### config.mk
export PLATFORM = sky130hd
export DESIGN_NAME = frame_config_loader_flat
export DESIGN_NICKNAME = d
export VERILOG_FILES = /design/src/rtl/frame_config_loader_pkg.sv /design/src/rtl/frame_config_loader_if.sv /design/src/rtl/frame_config_loader_row_reg.sv /design/src/rtl/frame_config_loader.sv /design/src/flat_wrapper.sv
export SDC_FILE = /design/constraint.sdc
export NUM_CORES = 1
export LEC_CHECK = 0
export CAP_MARGIN = 0
export CORE_MARGIN = 4
export CORE_UTILIZATION = 55
export DETAILED_ROUTE_END_ITERATION = 12
export DONT_BUFFER_PORTS = 1
export PLACE_DENSITY = 0.77
export SKIP_LAST_GASP = 1
export SLEW_MARGIN = 20
export SYNTH_ARGS = -nofsm -noshare
export SYNTH_HDL_FRONTEND = slang
export SYNTH_SLANG_ARGS = --single-unit
### constraint.sdc
create_clock -name UserCLK -period 3.1 [get_ports UserCLK]
set_input_delay 0.62 -clock UserCLK [delete_from_list [all_inputs] [get_ports UserCLK]]
set_output_delay 0.62 -clock UserCLK [all_outputs]
set_load 0.005 [all_outputs]
### src/rtl/frame_config_loader_pkg.sv
// frame_config_loader_pkg: header layout, sync word and FSM encoding shared by the loader files
package frame_config_loader_pkg;
    localparam int CFG_W = 32;
    localparam logic [7:0] SYNC_WORD = 8'hFA;
    localparam int SYNC_LSB = 24;
    localparam int COL_LSB = 19;
    localparam int FRAME_LSB = 14;
    typedef enum logic [1:0] {IDLE, LOAD, STROBE} state_e;
endpackage

### src/rtl/frame_config_loader_if.sv
// frame_config_loader_if: valid/ready config word stream
interface frame_config_loader_if;
    import frame_config_loader_pkg::*;
    logic [CFG_W-1:0] cfg_data;
    logic cfg_valid;
    logic cfg_ready;
    modport master (output cfg_data, output cfg_valid, input cfg_ready);
    modport slave (input cfg_data, input cfg_valid, output cfg_ready);
endinterface

### src/rtl/frame_config_loader_row_reg.sv
// frame_config_loader_row_reg: one row's FrameData slice, cleared by reset, loaded on enable
module frame_config_loader_row_reg #(
    parameter int Width = 32
) (
    input  logic             clk,
    input  logic             rst,
    input  logic             en_i,
    input  logic [Width-1:0] d_i,
    output logic [Width-1:0] q_o
);
    logic [Width-1:0] data_q;
    always_ff @(posedge clk) data_q <= rst ? '0 : en_i ? d_i : data_q;
    assign q_o = data_q;
endmodule

### src/rtl/frame_config_loader.sv
// frame_config_loader: streams config words into per-row FrameData, then pulses one FrameStrobe bit
module frame_config_loader
    import frame_config_loader_pkg::*;
#(
    parameter int         FrameBitsPerRow = 32,
    parameter int         MaxFramesPerCol = 20,
    parameter int         NumRows         = 8,
    parameter logic [4:0] ColId           = 5'd0
) (
    input  logic                               UserCLK,
    input  logic                               reset,
    frame_config_loader_if.slave               cfg,
    output logic [NumRows*FrameBitsPerRow-1:0] FrameData,
    output logic [MaxFramesPerCol-1:0]         FrameStrobe,
    output logic                               busy,
    output logic                               err,
    output logic [15:0]                        frames_done
);
    localparam int RowW = NumRows > 1 ? $clog2(NumRows) : 1;
    state_e state_q, state_d;
    logic [RowW-1:0] row_cnt_q, row_cnt_d;
    logic [4:0] col_q, col_d, frame_q, frame_d;
    logic err_q, err_d;
    logic [15:0] frames_done_q, frames_done_d;
    logic accept, hdr_ok, last_row, col_hit, frame_ok, fire, row_we;
    assign accept = cfg.cfg_valid && cfg.cfg_ready;
    assign hdr_ok = cfg.cfg_data[SYNC_LSB +: 8] == SYNC_WORD;
    assign last_row = row_cnt_q == RowW'(NumRows - 1);
    assign col_hit = col_q == ColId;
    assign frame_ok = int'(frame_q) < MaxFramesPerCol;
    assign err = err_q;
    assign frames_done = frames_done_q;
    always_ff @(posedge UserCLK) begin
        if (reset) begin
            state_q       <= IDLE;
            row_cnt_q     <= '0;
            col_q         <= '0;
            frame_q       <= '0;
            err_q         <= 1'b0;
            frames_done_q <= '0;
        end else begin
            state_q       <= state_d;
            row_cnt_q     <= row_cnt_d;
            col_q         <= col_d;
            frame_q       <= frame_d;
            err_q         <= err_d;
            frames_done_q <= frames_done_d;
        end
    end
    always_comb begin
        state_d       = state_q;
        row_cnt_d     = row_cnt_q;
        col_d         = col_q;
        frame_d       = frame_q;
        err_d         = err_q;
        frames_done_d = frames_done_q;
        case (state_q)
            IDLE: begin
                if (accept && hdr_ok) begin
                    state_d   = LOAD;
                    row_cnt_d = '0;
                    col_d     = cfg.cfg_data[COL_LSB +: 5];
                    frame_d   = cfg.cfg_data[FRAME_LSB +: 5];
                end else if (accept) begin
                    err_d = 1'b1;
                end
            end
            LOAD: begin
                if (accept) begin
                    row_cnt_d = last_row ? '0 : row_cnt_q + RowW'(1);
                    state_d   = last_row ? STROBE : LOAD;
                end
            end
            STROBE: begin
                state_d = IDLE;
                // frames for other columns pass silently; only our own bad index is an error
                if (col_hit && frame_ok) frames_done_d = frames_done_q + 16'(frames_done_q != 16'hFFFF);
                if (col_hit && !frame_ok) err_d = 1'b1;
            end
            default: state_d = IDLE;
        endcase
    end
    always_comb begin
        cfg.cfg_ready = !reset && state_q != STROBE;
        busy          = state_q != IDLE;
        fire          = !reset && state_q == STROBE && col_hit && frame_ok;
        row_we        = state_q == LOAD && accept && col_hit;
        FrameStrobe   = fire ? MaxFramesPerCol'(1) << frame_q : '0;
    end
    for (genvar r = 0; r < NumRows; r++) begin : g_row
        frame_config_loader_row_reg #(.Width(FrameBitsPerRow)) u_row (
            .clk  (UserCLK),
            .rst  (reset),
            .en_i (row_we && row_cnt_q == RowW'(r)),
            .d_i  (cfg.cfg_data[FrameBitsPerRow-1:0]),
            .q_o  (FrameData[r*FrameBitsPerRow +: FrameBitsPerRow])
        );
    end
endmodule
### src/flat_wrapper.sv
// flat-port wrapper written by rule: the top's interface ports become plain ports
module frame_config_loader_flat import frame_config_loader_pkg::*;
#(
    parameter int         FrameBitsPerRow = 32,
    parameter int         MaxFramesPerCol = 20,
    parameter int         NumRows         = 8,
    parameter logic [4:0] ColId           = 5'd0
)
  (UserCLK, reset, FrameData, FrameStrobe, busy, err, frames_done, cfg_cfg_data, cfg_cfg_valid, cfg_cfg_ready);
  frame_config_loader_if cfg_i ();
  input  logic UserCLK;
  input  logic reset;
  output logic [NumRows*FrameBitsPerRow-1:0] FrameData;
  output logic [MaxFramesPerCol-1:0] FrameStrobe;
  output logic busy;
  output logic err;
  output logic [15:0] frames_done;
  input wire logic [$bits(cfg_i.cfg_data)-1:0] cfg_cfg_data;
  input wire logic [$bits(cfg_i.cfg_valid)-1:0] cfg_cfg_valid;
  output wire logic [$bits(cfg_i.cfg_ready)-1:0] cfg_cfg_ready;
  assign cfg_i.cfg_data = cfg_cfg_data;
  assign cfg_i.cfg_valid = cfg_cfg_valid;
  assign cfg_cfg_ready = cfg_i.cfg_ready;
  frame_config_loader #(.FrameBitsPerRow(FrameBitsPerRow), .MaxFramesPerCol(MaxFramesPerCol), .NumRows(NumRows), .ColId(ColId)) u_core (.UserCLK(UserCLK), .reset(reset), .cfg(cfg_i), .FrameData(FrameData), .FrameStrobe(FrameStrobe), .busy(busy), .err(err), .frames_done(frames_done));
endmodule
==> impl_metrics.tcl, run 1 <==
set metrics [dict create \
    fin_crit_sh_pct 96.32 \
    routed_wl_um 29390 \
    crit_fanout 4 \
    fin_skew_ns 0.01482 \
    drc 0 \
    met1_usage_pct 30.32 \
    die_h_um 149.2 \
    cap_violations 0 \
    layout-drive-gt1-share_pct 6.887 \
    mostFrequentLayoutCells "dfxtp_1 (288), nor2_1 (223), mux2i_1 (205)" \
    gp_congestion 0.8284 \
    grt-ovfl-total 0 \
    finalSetupTns_ns 0 \
    synth_largest_area_cell "dfxtp_1" \
    synth_warnings 0 \
    syn_area_mm2 0.01096 \
    grt_pass1_vias 7418 \
    clock.fmax_mhz 334.9 \
    clk_pin_slew_ns 0.06 \
    global_route.usage.met3_pct 9.389 \
    worstSetupStartpointType "register" \
    final_area_mm2 0.01187 \
    worstMarginPinSlew_ns 0.7602 \
    ys.flop_type "dfxtp_1" \
    ir_worst_vdd_mv 0.4591 \
    ys_top_cells_by_area "dfxtp_1 (53%), mux2i_1 (19%), nor2_1 (7.6%)" \
    grt.busiest_layer "met2" \
    p_per_area_mw_per_mm2 600.2 \
    diodes 0 \
    synth-seq-cells 288 \
    n_fill_cell 1669 \
    h-tree-depth 1 \
    cp.arrival_ns 2.37 \
    yosysUniqueCellTypes 43 \
    cts_buffers 29 \
    synthArstFlopShare_pct 0 \
    r2r_slack_ns 0.66 \
    syn_inst 1155 \
    path_class "reg2out" \
    fp.dieW_um 149.2 \
    drtPass1Iterations 5 \
    run_status "complete, no violations" \
    layout_commonest_cell "dfxtp_1" \
    ioPinCount 330 \
    worst_slack_ns 0.1140 \
    via_per_inst 5.674 \
    wl_per_cell_um 21.25 \
    syn_nets 1198 \
    cp_slowest_stage_delay_ns 0.59 \
    dp_slack_ns 0.2740 \
    hold_violations 0 \
    dpl_cell_area_mm2 0.01089 \
    clk-insertion-delay-late_ns 0.54 \
    grt_util_met2_pct 41.48 \
    utilization_pct 60.77 \
    track_usage_pct 24.98 \
    io_buffers 0 \
    num_vias 7847 \
    synth_top_area_share_pct 52.60 \
    seq_area_mm2 0.005766 \
    avgSynthCellArea_um2 9.490 \
    ys_seq_area_share_pct 52.60 \
    slowest_stage "or4_4" \
    postRouteAntennaNets 0 \
    period_needed_ns 2.986 \
    synthToLayoutAreaGrowth_pct 8.265 \
    crit_path_end_kind "output port" \
    die_area_mm2 0.02225 \
    layout.nets 1138 \
    setup_violations 0 \
    crit_chain "or4_4 -> nor4b_4 -> nand4_1 -> nor3_1 -> buf_4" \
    p_leak_nw 5.382 \
    relSlewSlack_pct 49.32 \
    slew_viol_final 0 \
    hold_path_class "in2reg" \
    initial_core_util_pct 56.13 \
    cts_sinks 288 \
    multi_input_area_mm2 0.004641 \
    drt_iter0_markers 489 \
    total_power_w 0.007122 \
    fp-row-count 51 \
    cts_buffer_depth 3 \
    grt_start_max_net_pins 292 \
    fp.coreArea_mm2 0.01953 \
    antenna_found_initial 0 \
    clockRootBuffer "clkbuf_16" \
    required_ns 2.48 \
    synth_edf_count 0 \
    tritoncts "built" \
    hpwl_um 19190 \
    grt_pass1_wl_um 44200 \
]
==> critical path: cells and delay by family (launching register included) <==
kind          cells  cell delay, ns
buf+inv           1            0.16
flops             1            0.34
simple gates      4            1.33
==> layer usage <==
layer  vias up  part of all wire, %
met5         -                    0
met4         0                  3.0
met2       317                   48
li1       3731                    -
met1      3738                   38
met3        61                   11
==> cells by family after synthesis <==
group	after synthesis	share of synthesized area (%)
adder cells (fa/ha/maj)	8	0.9133
flip-flops	288	52.60
buffers and inverters	118	5.331
AO/OA/AOI/OAI	101	5.103
multiplexers	205	18.72
AND/OR/NAND/NOR	435	17.33
==> power breakdown <==
| part | leakage [nW] | switching, W | internal [W] |
|---|---|---|---|
| clock network | 0.462 | 0.00141 | 0.00199 |
| registers | 2.32 | 0.00000142 | 0.00370 |
| logic | 2.60 | 0.00000543 | 0.0000132 |
==> flip-flops by register name (all words and copies together) (netlist names) <==
name                    count
u_core.row_cnt_q            3
u_core.col_q                5
u_core.frame_q              5
u_core.g_row.u_row.q_o    256
u_core.err                  1
u_core.frames_done         16
u_core.state_q              2
==> worst paths after layout <==
path | cells past startpoint | start | to
worst max-delay path | 5 | u_core.col_q[0]$_SDFFE_PP0P_ | FrameStrobe[12]
worst min-delay path | 1 | reset | u_core.g_row[0].u_row.q_o[29]$_SDFFE_PP0P_
worst max register to register | 8 | u_core.frames_done[2]$_SDFFE_PP0P_ | u_core.frames_done[8]$_SDFFE_PP0P_
worst min register to register | 2 | u_core.g_row[7].u_row.q_o[28]$_SDFFE_PP0P_ | u_core.g_row[7].u_row.q_o[28]$_SDFFE_PP0P_
==> through the flow <==
stage / cells / hold slack [ns]
floorplan: 1155 / 0.4527
global placement: 1327 / 0.4617
CTS: 1383 / 0.1412
finish: 1383 / 0.1575
detailed placement: 1327 / 0.4644
global route: 1383 / 0.1399
==> Yosys cell counts (2+ instances only) <==
cell type and instances:
mux2i_1 205, buf_1 2, or2_2 3, nor2_1 223, and2_1 2, inv_1 6, nand2b_1 2, nand4b_1 2
nand3_1 8, nand4bb_1 2, a21oi_1 79, dfxtp_1 288, and4_1 6, ha_1 8, o21a_1 2, nor3_1 6
nor2b_1 4, nand4_1 9, buf_4 3, nor4bb_1 2, and3_1 3, buf_2 14, or4_4 3, nand2_1 141
or4_1 12, clkbuf_1 84, buf_6 2, buf_12 6, o31ai_1 12, o21ai_0 2, nor4_4 2
==> layout make-up <==
type	count	area share [%]
inverter	7	0.2214
multi-input combinational	749	39.11
timing repair buffer	20	1.476
sequential	288	48.59
tap	265	2.794
clock inverter	11	0.9173
clock buffer	43	6.896
==> repair_timing <==
item	in CTS	in global routing
gates resized for setup	2	3
hold buffers	0	0
buffers inserted	2	0
endpoints found under the setup margin	16	9
pin swaps	2	0
No activity file was read; power rests on OpenSTA's default activity.
==> run 2, diff against run 1 <==
--- a/config.mk
+++ b/config.mk
@@ -6,5 +6,4 @@
 export NUM_CORES = 1
 export LEC_CHECK = 0
-export CAP_MARGIN = 0
 export CORE_MARGIN = 4
 export CORE_UTILIZATION = 55
==> constraint.sdc (replaced) <==
create_clock -name UserCLK -period 3.1 [get_ports UserCLK]
set_input_delay 0.31 -clock UserCLK [delete_from_list [all_inputs] [get_ports UserCLK]]
set_output_delay 0.31 -clock UserCLK [all_outputs]
set_load 0.005 [all_outputs]
==> impl_metrics.tcl, run 2 (synthesis results as in run 1) <==
set metrics [dict create \
    dp_slack_ns 0.5428 \
    antenna_found_initial 0 \
    hold-worst-slack_ns 0.06856 \
    largest_reg_flops 256 \
    mostFrequentLayoutCells "dfxtp_1 (288), nor2_1 (223), mux2i_1 (205)" \
    grt_pass1_wl_um 50360 \
    fin_crit_sh_pct 94.54 \
    grt_pass1_vias 8708 \
    layout-drive-gt1-share_pct 5.322 \
    drt_iter0_markers 612 \
    fin_skew_ns 0.01338 \
    hold_violations 0 \
    gp_congestion 0.8549 \
    n_fill_cell 1461 \
    multi_input_area_mm2 0.004622 \
    die_h_um 149.2 \
    period_needed_ns 2.931 \
    finalSetupTns_ns 0 \
    fp-row-count 51 \
    crit_fanout 4 \
    clk-insertion-delay-late_ns 0.54 \
    synthToLayoutAreaGrowth_pct 21.08 \
    required_ns 2.79 \
    run_status "complete, no violations" \
    grt_util_met2_pct 47.09 \
    postRouteAntennaNets 0 \
    path_class "reg2out" \
    ioPinCount 330 \
    h-tree-depth 1 \
    fp.coreArea_mm2 0.01953 \
    global_route.usage.met3_pct 9.572 \
    via_per_inst 5.677 \
    slew_viol_final 0 \
    wl_per_cell_um 21.44 \
    worstMarginPinSlew_ns 0.7663 \
    layout_commonest_cell "dfxtp_1" \
    initial_core_util_pct 56.13 \
    drtPass1Iterations 5 \
    worst_slack_ns 0.1694 \
    hpwl_um 19330 \
    p_leak_nw 6.308 \
    die_area_mm2 0.02225 \
    hold_path_class "in2reg" \
    cts_buffer_depth 3 \
    cts_buffers 28 \
    drc 0 \
    clockRootBuffer "clkbuf_16" \
    cp.arrival_ns 2.62 \
    clock.fmax_mhz 341.2 \
    num_vias 8658 \
    crit_path_end_kind "output port" \
    met1_usage_pct 33.64 \
    io_buffers 0 \
    grt-ovfl-total 0 \
    worstSetupStartpointType "register" \
    fp.dieW_um 149.2 \
    seq_area_mm2 0.005766 \
    ir_worst_vdd_mv 0.4344 \
    cap_violations 0 \
    relSlewSlack_pct 48.64 \
    cts_sinks 288 \
    track_usage_pct 28.25 \
    grt.busiest_layer "met2" \
    clk_pin_slew_ns 0.06 \
    grt_start_max_net_pins 160 \
    setup_violations 0 \
    rsz0062_at_grt "false" \
    tritoncts "built" \
    p_per_area_mw_per_mm2 535.0 \
    routed_wl_um 32690 \
    layout.nets 1281 \
]
[run 2: final timing paths]
check	from	end	slack, ns	cells after the start
max	u_core.col_q[0]$_SDFFE_PP0P_	FrameStrobe[4]	0.17	4
min	reset	u_core.frames_done[12]$_SDFFE_PP0P_	0.07	2
max reg2reg	u_core.frames_done[5]$_SDFFE_PP0P_	u_core.frames_done[4]$_SDFFE_PP0P_	0.18	9
min reg2reg	u_core.g_row[7].u_row.q_o[2]$_SDFFE_PP0P_	u_core.g_row[7].u_row.q_o[2]$_SDFFE_PP0P_	0.49	2
[run 2: power breakdown]
group,switching (W),internal [W],total [W],leakage [nW]
Sequential,0.00000142,0.00370,0.00370,2.32
Clock,0.00140,0.00188,0.00328,0.436
Combinational,0.0000760,0.0000376,0.000114,3.55
[run 2: repair_timing]
item	in CTS	in global routing
setup endpoints to repair	1	11
resized for setup	1	2
buffers inserted	0	0
hold buffers	150	0
endpoints found under the hold margin	284	0
[run 2: worst max-delay path, cell delays in order (launching register included)]
cell and delay [ns]:
dfxtp_1 0.35, or4_4 0.59, nor4b_2 0.37, nand3_1 0.27, nor3_1 0.50
[run 2: cell type report]
cell class | count | area share, %
diodes | 1 | 0.01886
clock buffers | 47 | 6.505
clock inverters | 4 | 0.1508
inverters | 7 | 0.2263
multi-input cells | 749 | 34.83
flip-flops and latches | 288 | 43.44
well taps | 265 | 2.498
repair buffers | 164 | 12.33
[run 2: per-stage QoR]
| step | cells | util, % | power [W] | cell area [um^2] |
|---|---|---|---|---|
| after global placement | 1323 | 55.57 | 0.003803 | 10850 |
| after CTS | 1524 | 67.90 | 0.007117 | 13260 |
| after global routing | 1524 | 67.95 | 0.007307 | 13270 |
| final | 1525 | 67.97 | 0.007101 | 13270 |
| after floorplan | 1155 | - | 0.003892 | 10960 |
| after detailed placement | 1323 | 55.57 | 0.003803 | 10850 |
[run 2: routing by layer]
layer	part of all wire, %	wire [um]	up-vias
li1	-	-	4014
met3	11	3574	94
met2	48	15850	413
met1	37	11990	4137
met4	3.9	1272	0
met5	0	0	-
==> run 3, diff against run 2 <==
GPL_TIMING_DRIVEN = 0   (was not set)
==> impl_metrics.tcl, run 3 (synthesis results as in run 1) <==
set metrics [dict create \
    worst_slack_ns 0.08938 \
    track_usage_pct 27.66 \
    die_h_um 149.2 \
    grt_start_max_net_pins 15 \
    grt-ovfl-total 0 \
    period_needed_ns 3.011 \
    io_buffers 0 \
    dp_slack_ns 0.3892 \
    slowest_stage "or2_2" \
    layout.nets 1231 \
    mostFrequentLayoutCells "dfxtp_1 (288), nor2_1 (223), mux2i_1 (205)" \
    p_sw_w 0.001594 \
    swShare_pct 21.61 \
    largest_reg_flops 256 \
    crit_path_end_kind "output port" \
    worstRegToRegCells 10 \
    layout-drive-gt1-share_pct 7.202 \
    relSlewSlack_pct 50.10 \
    gp_congestion 0.8835 \
    drt_iter0_markers 425 \
    crit_chain "clkbuf_1 -> nor2b_1 -> nand4_1 -> clkbuf_2 -> or2_2 -> nor3_1" \
    fin_crit_sh_pct 97.12 \
    fin_skew_ns 0.01139 \
    p_clk_share_pct 47.3 \
    hold_path_class "in2reg" \
    diodes 0 \
    p_int_w 0.005782 \
    p_leak_nw 5.555 \
    postRouteAntennaNets 0 \
    layout_commonest_cell "dfxtp_1" \
    r2r-end "u_core.frames_done[12]$_SDFFE_PP0P_" \
    hpwl_um 23260 \
    ir_worst_vdd_mv 0.5101 \
    synthToLayoutAreaGrowth_pct 12.15 \
    required_ns 2.79 \
    num_vias 8310 \
    p_per_area_mw_per_mm2 600.1 \
    h-tree-depth 1 \
    slew_viol_final 0 \
    finalSetupTns_ns 0 \
    die_area_mm2 0.02225 \
    crit_fanout 10 \
    clk_pin_slew_ns 0.06 \
    hold_end "u_core.g_row[7].u_row.q_o[7]$_SDFFE_PP0P_" \
    clock.fmax_mhz 332.2 \
    fp.coreArea_mm2 0.01953 \
    share_comb_of_total_power_pct 2.5 \
    grt_pass1_wl_um 48240 \
    cts_buffer_depth 3 \
    initial_core_util_pct 56.13 \
    r2r_slack_ns 0.33 \
    drtPass1Iterations 5 \
    setup_violations 0 \
    cts_buffers 29 \
    ioPinCount 330 \
    antenna_found_initial 0 \
    cap_violations 0 \
    hold_depth 3 \
    worstSetupStartpointType "register" \
    clockRootBuffer "clkbuf_16" \
    via_per_inst 5.642 \
    cts_sinks 288 \
    cp_slowest_stage_delay_ns 0.40 \
    grt_pass1_vias 8116 \
    fp-row-count 51 \
    run_status "complete, no violations" \
    hold_violations 0 \
    clk-insertion-delay-late_ns 0.53 \
    r2r_start "u_core.frames_done[3]$_SDFFE_PP0P_" \
    tritoncts "built" \
    rsz0062_at_grt "false" \
    wl_per_cell_um 22.03 \
    fp.dieW_um 149.2 \
    worstMarginPinSlew_ns 0.7485 \
    seqPwrFrac_pct 50.2 \
    path_class "reg2out" \
    routed_wl_um 32460 \
    hold_start "cfg_cfg_data[7]" \
    cp.arrival_ns 2.70 \
    drc 0 \
]
[run 3: changes by cell type in the layout (fill, tap and decap cells not counted), moves of 3 or more]
cell	delta
dlygate4sd3_1	-148
clkbuf_1	+77
buf_2	+14
buf_4	-9
buf_12	+5
nor3_1	-3
nor3_2	+3
[run 3: final cells by class]
type | instances | area (um^2)
buffer | 111 | 559.3
clock buffer | 41 | 840.8
clock inverter | 10 | 113.9
fill | 1683 | 7234
inverter | 7 | 26.28
multi-input combinational | 749 | 4637
sequential | 288 | 5766
tap | 265 | 331.6
timing repair buffer | 2 | 17.52
[run 3: metrics by stage]
stage	power (W)	cell area, um^2	instances	utilization (%)	hold WS (ns)
6_report	0.007376	12290	1473	62.95	0.1525
5_1_grt	0.007566	12290	1473	62.95	0.1546
4_1_cts	0.007417	12280	1473	62.87	0.1368
3_5_place_dp	0.003968	11290	1420	57.83	0.4708
3_3_place_gp	0.003966	11290	1420	57.83	0.4691
2_1_floorplan	0.003892	10960	1155	-	0.4527
[run 3: routing by layer]
layer,global-route usage [%],wire [um],vias up
li1,-,-,3921
met1,33.42,12760,3978
met2,45.89,15270,334
met3,9.815,3245,77
met4,9.611,1184,0
met5,0,0,-
[run 3: what timing repair did]
action | 4_1_cts | 5_1_grt
setup endpoints to repair | 5 | 4
pin swaps | 1 | 0
hold buffers | 1 | 0
gates resized for setup | 2 | 5
endpoints found under the hold margin | 1 | 0
buffers inserted | 1 | 0
cloned | 0 | 0
[run 3: worst max-delay path, delay by kind of cell (launching register included)]
kind	cells	cell delay [ns]
buffers and inverters	2	0.58
DFF	1	0.32
and+or+nand+nor	4	1.26
[run 3: power by group through the flow]
stage	registers, W	clock network [W]	logic [W]
2_1_floorplan	0.00378	0	0.000107
5_1_grt	0.00370	0.00367	0.000197
4_1_cts	0.00370	0.00353	0.000185
6_report	0.00370	0.00349	0.000186
3_5_place_dp	0.00379	0	0.000183
3_3_place_gp	0.00379	0	0.000181
[run 3: worst max path at each step]
stage | endpoint | startpoint | depth (start not counted)
global route | FrameStrobe[16] | u_core.state_q[1]$_SDFFE_PP0P_ | 6
global placement | u_core.frames_done[12]$_SDFFE_PP0P_ | u_core.frames_done[2]$_SDFFE_PP0P_ | 10
CTS | FrameStrobe[16] | u_core.state_q[1]$_SDFFE_PP0P_ | 6
detailed placement | u_core.frames_done[12]$_SDFFE_PP0P_ | u_core.frames_done[3]$_SDFFE_PP0P_ | 10
floorplan | u_core.frames_done[12]$_SDFFE_PP0P_ | u_core.frames_done[2]$_SDFFE_PP0P_ | 10
finish | FrameStrobe[16] | u_core.state_q[1]$_SDFFE_PP0P_ | 6
